`config.mk`:
```
export PLATFORM = sky130hd
export DESIGN_NAME = sdram_arb
export DESIGN_NICKNAME = d
export VERILOG_FILES = /design/src/rtl/sdram_arb.sv
export SDC_FILE = /design/constraint.sdc
export NUM_CORES = 1
export LEC_CHECK = 0
export BUFFER_PORTS_ARGS = -buffer_cell sky130_fd_sc_hd__buf_4
export CORE_AREA = 5 5 115 117
export DETAILED_ROUTE_END_ITERATION = 16
export DIE_AREA = 0 0 120 122
export PLACE_DENSITY = 0.6
export SLEW_MARGIN = 40
export SYNTH_ARGS = -nofsm -noshare
export SYNTH_HDL_FRONTEND = slang
export SYNTH_SLANG_ARGS = --single-unit
```
`constraint.sdc`:
```
create_clock -name clk -period 2.21 [get_ports clk]
set_input_delay 0 -clock clk [delete_from_list [all_inputs] [get_ports clk]]
set_output_delay 0 -clock clk [all_outputs]
set_load 0.01 [all_outputs]
```
`src/rtl/sdram_arb.sv`:
```
`default_nettype none
// ============================================================================
// Module   : sdram_arb
// Purpose  : Two-requester Avalon-MM arbiter in front of a single SDRAM
//            controller slave. One command is forwarded at a time. Read
//            responses are steered back to the requester that issued the
//            read, using an in-order FIFO of requester ids.
// Revision : 1.0 - initial release
//
// Parameters
//   MAX_OUTSTANDING  depth of the outstanding-read id FIFO (power of two, 2..16)
//
// Optional build macro
//   SDRAM_ARB_RR_EN  defined   : round-robin on simultaneous requests
//                    undefined : fixed priority, m0 wins contention
//
// Ports
//   clk, rst_n                  clock, synchronous active-low reset
//   m0_* / m1_*                 requester Avalon-MM slave-side ports
//                               (address, read, write, writedata in;
//                                waitrequest, readdata, readdatavalid out)
//   s_address/s_read/s_write/
//   s_writedata                 command to the SDRAM controller
//   s_waitrequest/s_readdata/
//   s_readdatavalid             response from the SDRAM controller
// ============================================================================
module sdram_arb #(
   parameter int MAX_OUTSTANDING = 4
) (
   input  logic        clk,
   input  logic        rst_n,
   // requester 0
   input  logic [31:0] m0_address,
   input  logic        m0_read,
   input  logic        m0_write,
   input  logic [31:0] m0_writedata,
   output logic        m0_waitrequest,
   output logic [31:0] m0_readdata,
   output logic        m0_readdatavalid,
   // requester 1
   input  logic [31:0] m1_address,
   input  logic        m1_read,
   input  logic        m1_write,
   input  logic [31:0] m1_writedata,
   output logic        m1_waitrequest,
   output logic [31:0] m1_readdata,
   output logic        m1_readdatavalid,
   // SDRAM controller
   output logic [31:0] s_address,
   output logic        s_read,
   output logic        s_write,
   output logic [31:0] s_writedata,
   input  logic        s_waitrequest,
   input  logic [31:0] s_readdata,
   input  logic        s_readdatavalid
);

   localparam int AW = (MAX_OUTSTANDING > 1) ? $clog2(MAX_OUTSTANDING) : 1;
   localparam int CW = AW + 1;

   typedef enum logic [0:0] {
      IDLE  = 1'b0,
      GRANT = 1'b1
   } state_e;

   state_e                     state_q,    state_d;
   logic                       grant_id_q, grant_id_d;
   logic [MAX_OUTSTANDING-1:0] fifo_q,     fifo_d;
   logic [AW-1:0]              wr_ptr_q,   wr_ptr_d;
   logic [AW-1:0]              rd_ptr_q,   rd_ptr_d;
   logic [CW-1:0]              count_q,    count_d;
`ifdef SDRAM_ARB_RR_EN
   logic                       last_grant_q, last_grant_d;
`endif

   logic        fifo_full;
   logic        fifo_empty;
   logic        req0;
   logic        req1;
   logic        arb_id;
   logic [31:0] g_addr;
   logic [31:0] g_wdata;
   logic        g_rd;
   logic        g_wr;
   logic        accept;
   logic        push;
   logic        pop;
   logic        head_id;

   assign fifo_full  = (count_q == CW'(MAX_OUTSTANDING));
   assign fifo_empty = (count_q == '0);

   // A read+write request counts as a write, so it stays grantable when the
   // FIFO is full; a pure read is held off until a slot frees up.
   assign req0 = m0_write | (m0_read & ~fifo_full);
   assign req1 = m1_write | (m1_read & ~fifo_full);

   always_comb begin
`ifdef SDRAM_ARB_RR_EN
      if (req0 && req1) begin
         arb_id = ~last_grant_q;
      end else begin
         arb_id = ~req0;
      end
`else
      arb_id = ~req0;
`endif
   end

   // Granted requester's command, with write taking precedence over read.
   // The full gate on reads only matters if a requester granted for a write
   // switches to a read mid-grant; it keeps the id FIFO from overflowing.
   assign g_addr  = grant_id_q ? m1_address   : m0_address;
   assign g_wdata = grant_id_q ? m1_writedata : m0_writedata;
   assign g_wr    = grant_id_q ? m1_write     : m0_write;
   assign g_rd    = (grant_id_q ? m1_read : m0_read) & ~g_wr & ~fifo_full;

   // Command and stall outputs. Outputs are forced to their idle values while
   // rst_n is low so nothing leaks out during reset.
   always_comb begin
      s_address      = g_addr;
      s_writedata    = g_wdata;
      s_read         = 1'b0;
      s_write        = 1'b0;
      m0_waitrequest = 1'b1;
      m1_waitrequest = 1'b1;
      if (rst_n && (state_q == GRANT)) begin
         s_read  = g_rd;
         s_write = g_wr;
         // A dropped request must not see waitrequest low, otherwise the
         // requester would believe a command was taken.
         if (g_rd || g_wr) begin
            if (grant_id_q) begin
               m1_waitrequest = s_waitrequest;
            end else begin
               m0_waitrequest = s_waitrequest;
            end
         end
      end
   end

   assign accept  = (s_read | s_write) & ~s_waitrequest;
   assign push    = accept & s_read;
   // Responses with nothing outstanding are discarded.
   assign pop     = s_readdatavalid & ~fifo_empty & rst_n;
   assign head_id = fifo_q[rd_ptr_q];

   assign m0_readdata      = s_readdata;
   assign m1_readdata      = s_readdata;
   assign m0_readdatavalid = pop & ~head_id;
   assign m1_readdatavalid = pop &  head_id;

   // Next-state logic
   always_comb begin
      state_d    = state_q;
      grant_id_d = grant_id_q;
`ifdef SDRAM_ARB_RR_EN
      last_grant_d = last_grant_q;
`endif
      case (state_q)
         IDLE: begin
            if (req0 || req1) begin
               state_d    = GRANT;
               grant_id_d = arb_id;
`ifdef SDRAM_ARB_RR_EN
               last_grant_d = arb_id;
`endif
            end
         end
         GRANT: begin
            // Leave after one accepted transfer, or when the requester
            // withdraws without one.
            if (!(g_rd || g_wr) || accept) begin
               state_d = IDLE;
            end
         end
         default: state_d = IDLE;
      endcase
   end

   // Outstanding-read id FIFO
   always_comb begin
      fifo_d   = fifo_q;
      wr_ptr_d = wr_ptr_q;
      rd_ptr_d = rd_ptr_q;
      count_d  = count_q;
      if (push) begin
         fifo_d[wr_ptr_q] = grant_id_q;
         wr_ptr_d         = wr_ptr_q + AW'(1);
      end
      if (pop) begin
         rd_ptr_d = rd_ptr_q + AW'(1);
      end
      case ({push, pop})
         2'b10:   count_d = count_q + CW'(1);
         2'b01:   count_d = count_q - CW'(1);
         default: count_d = count_q;
      endcase
   end

   always_ff @(posedge clk) begin
      if (!rst_n) begin
         state_q    <= IDLE;
         grant_id_q <= 1'b0;
         fifo_q     <= '0;
         wr_ptr_q   <= '0;
         rd_ptr_q   <= '0;
         count_q    <= '0;
`ifdef SDRAM_ARB_RR_EN
         // Makes m0 the winner of the first contention after reset.
         last_grant_q <= 1'b1;
`endif
      end else begin
         state_q    <= state_d;
         grant_id_q <= grant_id_d;
         fifo_q     <= fifo_d;
         wr_ptr_q   <= wr_ptr_d;
         rd_ptr_q   <= rd_ptr_d;
         count_q    <= count_d;
`ifdef SDRAM_ARB_RR_EN
         last_grant_q <= last_grant_d;
`endif
      end
   end

endmodule
`default_nettype wire

```
==> results_dict.tcl <==
set metrics [dict create \
    synth_cell_types 35 \
    dpl_cell_area_um2 3320 \
    dieArea_um2 14600 \
    ys_ff_latch 13 \
    power_density_nw_per_um2 382 \
    area_growth_pct 64.8 \
    syn_area_per_cell_um2 9.00 \
    r2r_start "grant_id_q" \
    cp_num_buf_inv 1 \
    crit_slowest_cell "or4_4" \
    synth.yosys.seq_area_share_pct 12.6 \
    final_common_cell "buf_4" \
    grt_max_degree 69 \
    cts-root-buf "clkbuf_16" \
    status "complete, no violations" \
    crit_path_start_kind "flip-flop" \
    clock_latency_ns 0.24 \
    finalNonFillerCells 518 \
    highest_layer "met4" \
    finalPower_mw 1.30 \
    synth_cells 230 \
    syn_nets 404 \
    num_vias 2080 \
    die_x_um 120 \
    rsz0062_at_grt "yes" \
    worstPathCellList "mux2_4 > or4_4 > ha_4 > inv_2 > fa_2 > xor2_1 > or3_1 > a21oi_2" \
    synth_warnings 0 \
    tns_ns 0 \
    design_area_um2 3410 \
    io_buffers 205 \
    boundaryPins 302 \
    p_leak_nw 1.61 \
    crit_fanout 3 \
    period_needed_ns 2.15 \
    cts_buffers 3 \
    drc_errors 0 \
    overflow 0 \
    setup_viol 0 \
    viasPerCell 4.02 \
    hold_path_class "in -> out" \
    required_ns 2.39 \
    nNetsFinal 543 \
    fmax_ghz 0.464 \
    whs_path_depth 0 \
    route.met3.wl_um 827 \
    yosysTopAreaCell "mux2_2" \
    synth_top_area_share_pct 34.8 \
    start_util_pct 16.9 \
    synth.area.top_cells "mux2_2, buf_4, dfxtp_1" \
    ff2ff_setup_slack_ns 0.06 \
    wl_per_cell_um 17.6 \
    finClkSkew_ns 0.000436 \
    met2_length_mm 5.05 \
    cts_max_path_buffers 2 \
    clk_pin_slew_ns 0.05 \
    r2r_cells 8 \
    grt_pass1_wl_mm 13.3 \
    fillCellCount 1297 \
    syn_area_um2 2070 \
    wl_met1_mm 3.16 \
    cts_tree "built" \
    cts.sinks 13 \
    crit_path_end_kind "flip-flop" \
    min_from "s_readdata[12]" \
    critical_path.top_delay_family "simple AND/OR/NAND/NOR gates" \
    period_share_pct 97.5 \
    htreeDepth 1 \
    dp_hpwl_mm 7.98 \
    worst_pin_slew_ns 0.591 \
    hold_viol_final 0 \
    grt_pass1_vias 2385 \
    holdPathEnd "m1_readdata[12]" \
    wl_mm 9.10 \
    relSlewSlack_pct 60.6 \
    coreArea_um2 12300 \
    drv_cap 0 \
    dr.pass1.iters 4 \
    grtUsageTotal_pct 11.5 \
    rows 41 \
    crit_path_max_incr_delay_ns 0.47 \
    worstReg2RegEnd "count_q[2]" \
    antenna_cells 0 \
    dieHeight_um 122 \
    ir_drop_uv 200 \
    antenna_found_initial 0 \
    dp.cells 514 \
    drive_gt1_share_pct 78.3 \
    mostFrequentLayoutCells "buf_4, mux2_2, dfxtp_1, nand2_1, nor2_1" \
    gp_congestion 0.779 \
    timing_worst_setup_path_type "reg -> reg" \
    cp.arrival_ns 2.33 \
    drt_iter0_markers 39 \
    slew_viol_final 0 \
    antenna_left 0 \
]
==> layer usage <==
layer / global-route usage (%) / vias up
met2: 22.8 / 131
met5: 0 / -
li1: - / 1009
met1: 12.1 / 934
met3: 3.62 / 6
met4: 1.79 / 0
==> area by class of cell <==
class / instances / area [um2] / area share [%]
multi-input combinational: 133 / 1270 / 37.2
tap: 150 / 188 / 5.50
sequential: 13 / 264 / 7.74
clock buffer: 4 / 78.8 / 2.31
timing repair buffer: 210 / 1580 / 46.3
inverter: 8 / 30.0 / 0.880
==> worst max-delay path by stage <==
stage	cells past startpoint	slack [ns]	endpoint	start
2_1_floorplan	10	0.003	count_q[2]	grant_id_q
3_3_place_gp	8	0.15	count_q[2]	grant_id_q
3_5_place_dp	8	0.08	count_q[2]	grant_id_q
4_1_cts	8	0.05	count_q[2]	grant_id_q
5_1_grt	8	-0.01	count_q[2]	grant_id_q
6_report	8	0.06	count_q[2]	grant_id_q
==> per-stage QoR <==
stage / hold WS [ns] / worst slack (ns) / utilization (%)
2_1_floorplan: 0.0918 / 0.00326 / -
3_3_place_gp: 0.000100 / 0.145 / 27.1
3_5_place_dp: 0.000100 / 0.0750 / 27.1
4_1_cts: 0.000100 / 0.0462 / 27.7
5_1_grt: 0.0000297 / -0.0128 / 27.8
6_report: 0.00000601 / 0.0557 / 27.8
==> synth_stat cells <==
cell type and n:
and3_1 1, nand3b_1 1, a221o_1 1, nor2_1 9, ha_1 5, or4_1 1
or3_1 1, xnor2_1 1, o21bai_1 1, buf_4 64, dfxtp_1 13, mux4_2 1
fa_1 1, o211a_1 1, and2_1 1, clkbuf_1 7, inv_1 8, buf_2 2
or3b_2 1, nor4_1 5, xor2_1 2, nand4b_1 4, o311a_1 1, o211ai_1 1
nor3b_2 1, mux2_4 1, buf_6 1, o21ai_0 3, mux2_2 64, mux2i_1 8
nand2_1 10, a32o_1 1, buf_1 2, nor2b_1 3, a21oi_1 3
==> state kept, by name, indices dropped and copies added, names as in the netlist <==
| name | cells |
|---|---|
| count_q | 3 |
| state_q | 1 |
| fifo_q | 4 |
| grant_id_q | 1 |
| rd_ptr_q | 2 |
| wr_ptr_q | 2 |
==> logic make-up after synthesis <==
| group | share of synthesized area, % |
|---|---|
| and+or+nand+nor | 10.2 |
| DFF | 12.6 |
| xor gates and xnor gates | 1.27 |
| buffers and inverters | 27.3 |
| AOI/OAI and AO/OA | 4.11 |
| muxes | 40.5 |
| adders and majority gates | 3.99 |
==> report_power, final <==
part           total (mW)  switching [mW]  internal, mW
combinational       0.711           0.277         0.433
sequential          0.248         0.00626         0.241
clock               0.345           0.102         0.244
total                1.30           0.385         0.918
==> what timing repair did <==
| item | CTS | global route |
|---|---|---|
| hold buffers | 0 | 0 |
| resized for setup | 0 | 2 |
| setup endpoints to repair | 0 | 1 |
| setup buffers | 0 | 0 |
Note: power is estimated with default switching activity, not from simulation.
